$ cat src/rtl/mem_stage.sv
// Memory stage with MEM/WB pipeline latch: runs loads/stores through a dREN/dWEN/dhit
// handshake, stalls upstream until the access completes, and presents writeback data.
module mem_stage #(
    parameter int unsigned DW    = 32,
    parameter int unsigned REGAW = 5
) (
    input  logic             CLK,
    input  logic             RST,
    input  logic             mem_en,
    input  logic             flush,
    input  logic [DW-1:0]    ex_aluout,
    input  logic [DW-1:0]    ex_wdat,
    input  logic             ex_dREN,
    input  logic             ex_dWEN,
    input  logic [31:0]      ex_wsel,
    input  logic             ex_reg_wr,
    input  logic             ex_write_sig,
    input  logic             ex_halt,
    output logic             dmemREN,
    output logic             dmemWEN,
    output logic [DW-1:0]    dmemaddr,
    output logic [DW-1:0]    dmemstore,
    input  logic             dhit,
    input  logic [DW-1:0]    dmemload,
    output logic             mem_stall,
    output logic [DW-1:0]    wb_result,
    output logic [REGAW-1:0] wb_wsel,
    output logic             wb_reg_wr,
    output logic             wb_halt
);

    typedef enum logic [1:0] {IDLE, REQ, HALT} state_t;

    state_t            state;
    logic [REGAW-1:0]  wsel_q;
    logic              reg_wr_q;
    logic              write_sig_q;

    logic [REGAW-1:0]  wsel_in;
    logic              mem_op;
    logic              accept;
    logic              unused_wsel_hi;

    assign wsel_in        = ex_wsel[REGAW-1:0];
    assign unused_wsel_hi = ^ex_wsel[31:REGAW];
    assign mem_op         = ex_dREN | ex_dWEN;
    assign accept         = (state == IDLE) && mem_en && !flush;

    // Stall in the capture cycle and while waiting for dhit; reset kills it immediately.
    assign mem_stall = !RST && ((accept && mem_op && !ex_halt) || ((state == REQ) && !dhit));

    always_ff @(posedge CLK or posedge RST) begin
        if (RST) begin
            state       <= IDLE;
            dmemREN     <= 1'b0;
            dmemWEN     <= 1'b0;
            dmemaddr    <= '0;
            dmemstore   <= '0;
            wsel_q      <= '0;
            reg_wr_q    <= 1'b0;
            write_sig_q <= 1'b0;
            wb_result   <= '0;
            wb_wsel     <= '0;
            wb_reg_wr   <= 1'b0;
            wb_halt     <= 1'b0;
        end else begin
            case (state)
                IDLE: begin
                    if (flush) begin
                        wb_reg_wr <= 1'b0;
                    end else if (mem_en) begin
                        if (ex_halt) begin
                            wb_result <= ex_aluout;
                            wb_wsel   <= wsel_in;
                            wb_reg_wr <= 1'b0;
                            wb_halt   <= 1'b1;
                            state     <= HALT;
                        end else if (mem_op) begin
                            // A simultaneous read and write request is a store.
                            dmemREN     <= ex_dREN & ~ex_dWEN;
                            dmemWEN     <= ex_dWEN;
                            dmemaddr    <= ex_aluout;
                            dmemstore   <= ex_wdat;
                            wsel_q      <= wsel_in;
                            reg_wr_q    <= ex_reg_wr;
                            write_sig_q <= ex_write_sig;
                            wb_reg_wr   <= 1'b0;
                            state       <= REQ;
                        end else begin
                            wb_result <= ex_aluout;
                            wb_wsel   <= wsel_in;
                            wb_reg_wr <= ex_reg_wr && (wsel_in != '0);
                        end
                    end
                end
                REQ: begin
                    if (dhit) begin
                        dmemREN   <= 1'b0;
                        dmemWEN   <= 1'b0;
                        wb_result <= write_sig_q ? dmemload : dmemaddr;
                        wb_wsel   <= wsel_q;
                        wb_reg_wr <= reg_wr_q && (wsel_q != '0);
                        state     <= IDLE;
                    end
                end
                HALT: begin
                    dmemREN   <= 1'b0;
                    dmemWEN   <= 1'b0;
                    wb_reg_wr <= 1'b0;
                    wb_halt   <= 1'b1;
                end
                default: state <= IDLE;
            endcase
        end
    end

endmodule
$ cat config.mk
export PLATFORM = sky130hd
export DESIGN_NAME = mem_stage
export DESIGN_NICKNAME = d
export VERILOG_FILES = /design/src/rtl/mem_stage.sv
export SDC_FILE = /design/constraint.sdc
export NUM_CORES = 1
export LEC_CHECK = 0
export ABC_AREA = 1
export CORE_UTILIZATION = 25
export CTS_CLUSTER_SIZE = 14
export DETAILED_ROUTE_END_ITERATION = 10
export PLACE_DENSITY_LB_ADDON = 0.1
export RECOVER_POWER = 25
export SETUP_SLACK_MARGIN = 0.2
export SLEW_MARGIN = 10
export SYNTH_ARGS = -nofsm -noshare
export SYNTH_HDL_FRONTEND = slang
export SYNTH_SLANG_ARGS = --single-unit
$ cat constraint.sdc
create_clock -name CLK -period 9.1 [get_ports CLK]
set_input_delay 1.82 -clock CLK [delete_from_list [all_inputs] [get_ports CLK]]
set_output_delay 1.82 -clock CLK [all_outputs]
set_load 0.01 [all_outputs]
# After elaboration in Yosys (flattened, before gate mapping)
# Cells that the tools add are included.
word_totals:
  output_inout_bits: 106
  ff_bits: 114
classes:
  n_reduce_logical: 25
  mux: 40
  bitwise_logic: 6
  eq_ne: 11
ops:
  columns: ["op", "n"]
  rows:
  - ["$mux 32", 6]
  - ["$pmux 32 s2", 1]
  - ["$mux 5", 5]
  - ["$mux 1", 17]
  - ["$reduce_and 5->1", 3]
  - ["$ne 2x2->1 const B", 6]
  - ["$mux 2", 5]
  - ["$pmux 5 s2", 1]
  - ["$reduce_bool 5->1", 2]
  - ["$ne 3x3->1 const B", 3]
  - ["$pmux 1 s3", 3]
  - ["$logic_and 1x1->1", 8]
  - ["$pmux 2 s3", 1]
  - ["$reduce_and 6->1", 1]
  - ["$logic_not 1->1", 4]
  - ["$not 1->1", 4]
  - ["$reduce_and 4->1", 1]
  - ["$reduce_bool 2->1", 2]
  - ["$reduce_and 3->1", 1]
  - ["$reduce_bool 3->1", 1]
  - ["$eq 2x1->1 const B", 1]
  - ["$eq 2x2->1 const B", 1]
  - ["$logic_not 2->1", 1]
  - ["$pmux 1 s2", 1]
  - ["other kinds (3)", 3]

# Longest topological paths before layout
logic_depth:
  word_depth: 7
  ltp_mapped: 11
  ltp_nobuf: 9

# Worst setup path before layout
# No wires, ideal clock.
synth_path:
  path_kind: "input -> output"
  from: "in ex_halt"
  to: "out mem_stall"
  t_required_ps: 7280
  arrival_ps: 2674
  stages: 7
  path_slack_ps: 4606
  path_cell_list: "nor2_2 -> o21ai_1 -> inv_2 -> nand2_2 -> buf_4 -> buf_6 -> a21oi_1"
synth_between:
  elab_chain_len: 4
synth_rtl:
  columns: ["element", "line", "source"]
  rows:
  - ["start, declared", "18", "input logic ex_halt,"]
  - ["$logic_not 1->1", "50", "assign mem_stall = !RST && ((accept && mem_op && !ex_halt) || ((state == REQ) && !dhit));"]
  - ["$logic_and 1x1->1", "50", null]
  - ["$logic_or 1x1->1", "50", null]
  - ["$logic_and 1x1->1", "50", null]
  - ["end, declared", "25", "output logic mem_stall,"]
# Every way passes these cells.

# Worst setup path after layout
# Ends and elaborated chain as after synthesis.

==> key figures <==
Outcome
  – Outcome: finished, violations left
  – Violated checks: max-capacitance violations, max-slew violations

Clocking
  – CTS tree: done
  – Worst skew pair latency: 0.41 ns
  – Clk sinks: 114
  – Post-cts resize count: 0
  – Setup bufs post-CTS: 0
  – CTS clk-pin slew, worst paths: 0.05 ns
  – Htree depth: 4
  – Clock root cell: clkbuf_16
  – Total CTS buffers: 17
  – Hold_buf cts: 0
  – CTS max path bufs: 2

Synth
  – Avg Cell Area, Syn: 7.737 um2
  – Syn Inst Count: 698
  – Synth area leader: dfrtp_1
  – Synth cell types: 24
  – Flops & latches, synth: 114
  – Most area-consuming cells after synthesis: dfrtp_1, nand2_1, o21ai_0
  – Post-synth net total: 840
  – Synthesized area: 5400 um2
  – Sequential fraction of the synthesis area: 0.5283
  – Top-area cell type share of the netlist area: 0.5283
  – Warnings from Yosys: 0

Timing
  – RSZ-0062 raised after global routing: no
  – Max Clk Rate: 0.1930 GHz
  – Slew Limit Fails: 63
  – Period minus WS final: 5.183 ns
  – WHS: 0.4623 ns
  – Endpoints failing hold: 0
  – Fin Setup TNS: 0 ns
  – Setup violators final: 0
  – Slew @ Worst Pin: 2.923 ns
  – Crit share post-route: 0.5695
  – Clock Skews: 0.009127 ns
  – Rel. slew slack: -0.9597

Die
  – Die height: 149.0 um
  – Core footprint: 21090 um2
  – Die Width: 149.0 um
  – Starting Density: 0.2561
  – Die ar.: 22190 um2
  – Row cnt: 53
  – Io pins: 244

Critical path
  – CP Capture Type: primary output
  – Crit path DAT: 3.36 ns
  – Setup CP Type: in -> out
  – Worst Path Max Fanout: 3
  – Critical Path RT: 7.28 ns
  – Worst R2R End: wb_result[5]
  – R2R cell count: 7
  – R2r setup slk: 5.93 ns
  – R2R Path Start: state[0]
  – CP Launch Type: primary input

Drt
  – Drt total wl: 19.50 mm
  – Detail Route Antenna Nets: 0
  – Initial drt markers: 239
  – DR vias: 5317
  – WL/cell: 16.50 um
  – DRC violation count after routing: 0
  – Routed vias/inst: 4.498
  – First-pass iteration count of the detailed router: 4

Global routing
  – First-pass GRT wire length: 30.52 mm
  – Pin count of the biggest net entering global routing: 77
  – Tot GR Track Use: 0.1813
  – Initial antenna violation count: 1
  – Grt total ovfl: 0
  – Vias in the first global route: 5466

Power
  – Pwr/cell area: 350.6 nW/um2
  – P_leak: 3.951 nW
  – Worst vdd ir: 0.1198 mV

Layout
  – Antenna fix cells: 0
  – Multi-input logic area: 2262 um2
  – Seq. cell area: 2853 um2
  – Layout cells sized above 1: 0.05513
  – Post-route cell area: 8407 um2
  – Nets: 1036
  – Final core utilization: 0.3987
  – Filler cells: 2192
  – Area grow syn2layout: 55.68%

Job
  – Max cap viols: 1

Min path
  – Hold Crit Start: dmemstore[25]
  – Hold depth: 2
  – Worst min path class: reg -> reg
  – Hold EP: dmemstore[25]

Placed design
  – Detailed placer's ending HPWL: 11.95 mm
  – Placed cell area: 7766 um2
  – I/O Buffers: 216
  – RePlAce Congestion: 0.7554
==> cells in the final DEF, fill, tap and decap left out, drive strengths merged <==
master,n
clkdlybuf4s50,197
buf,8
o21ai,116
nor2,46
clkbuf,21
nand3,69
dlygate4sd3,19
nor3,1
nand2,273
nand3b,1
bufinv,4
inv,22
nand4,3
clkinvlp,3
dfrtp,114
clkinv,3
and3,1
ha,4
a21o,1
a21oi,1
==> routing by layer <==
| metal | track usage | part of all wire | vias to the layer above |
|---|---|---|---|
| met5 | 0 | 0 | - |
| met4 | 0.04337 | 0.0071 | 0 |
| met3 | 0.05535 | 0.071 | 11 |
| met2 | 0.3005 | 0.47 | 156 |
| met1 | 0.2294 | 0.45 | 2506 |
| li1 | - | - | 2644 |
==> cell usage after synthesis (all sizes together) <==
cell / instances
nand2: 273
o21ai: 116
dfrtp: 114
nand3: 69
nor2: 46
buf: 26
clkbuf: 21
inv: 21
ha: 4
nand4: 3
a21o: 1
a21oi: 1
and3: 1
nand3b: 1
nor3: 1
==> report_power, final <==
part	total [mW]	internal, mW	switching [mW]
sequential	0.881	0.745	0.136
clock	0.729	0.482	0.247
combinational	1.34	0.584	0.753
==> critical path, cell delays in order <==
cell	delay [ns]
clkdlybuf4s50_1	0.46
nor2_2	0.15
o21ai_1	0.11
inv_2	0.07
nand2_2	0.05
a21oi_1	0.13
clkdlybuf4s50_1	0.55
==> per-stage QoR <==
| step | std cells | total power [mW] | worst slack, ns |
|---|---|---|---|
| after global placement | 1150 | 2.258 | 3.890 |
| after floorplan | 698 | 1.548 | 4.264 |
| after global routing | 1182 | 3.179 | 3.800 |
| final | 1182 | 2.947 | 3.917 |
| after detailed placement | 1150 | 2.269 | 3.900 |
| after CTS | 1182 | 3.018 | 3.897 |
==> cell type report <==
type,instances,share of cell area
inverter,21,0.009525
clock inverter,11,0.02084
timing repair buffer,224,0.2643
clock buffer,21,0.05596
multi-input combinational,516,0.2691
sequential,114,0.3393
tap,275,0.04093
==> registers in the layout, summed over array words and instances (netlist names) <==
| register | flops |
|---|---|
| dmemREN | 1 |
| dmemWEN | 1 |
| dmemaddr | 32 |
| dmemstore | 32 |
| reg_wr_q | 1 |
| state | 2 |
| wb_halt | 1 |
| wb_reg_wr | 1 |
| wb_result | 32 |
| wb_wsel | 5 |
| write_sig_q | 1 |
| wsel_q | 5 |
==> worst max-delay path by stage <==
stage	from	end	slack, ns	depth (start not counted)
after floorplan	RST	dmemREN	4.26	1
after global placement	ex_halt	mem_stall	3.89	7
after detailed placement	ex_halt	mem_stall	3.90	7
after CTS	ex_halt	mem_stall	3.90	7
after global routing	ex_halt	mem_stall	3.80	7
final	ex_halt	mem_stall	3.92	7
==> cell families after synthesis <==
logic type	count (synthesis)	share of synthesized area
flip-flops	114	0.5283
AO/OA/AOI/OAI	118	0.1105
adder cells (fa/ha/maj)	4	0.009268
AND/OR/NAND/NOR	394	0.2959
buffers and inverters	68	0.05607
Power figures use the tool's default switching activity.
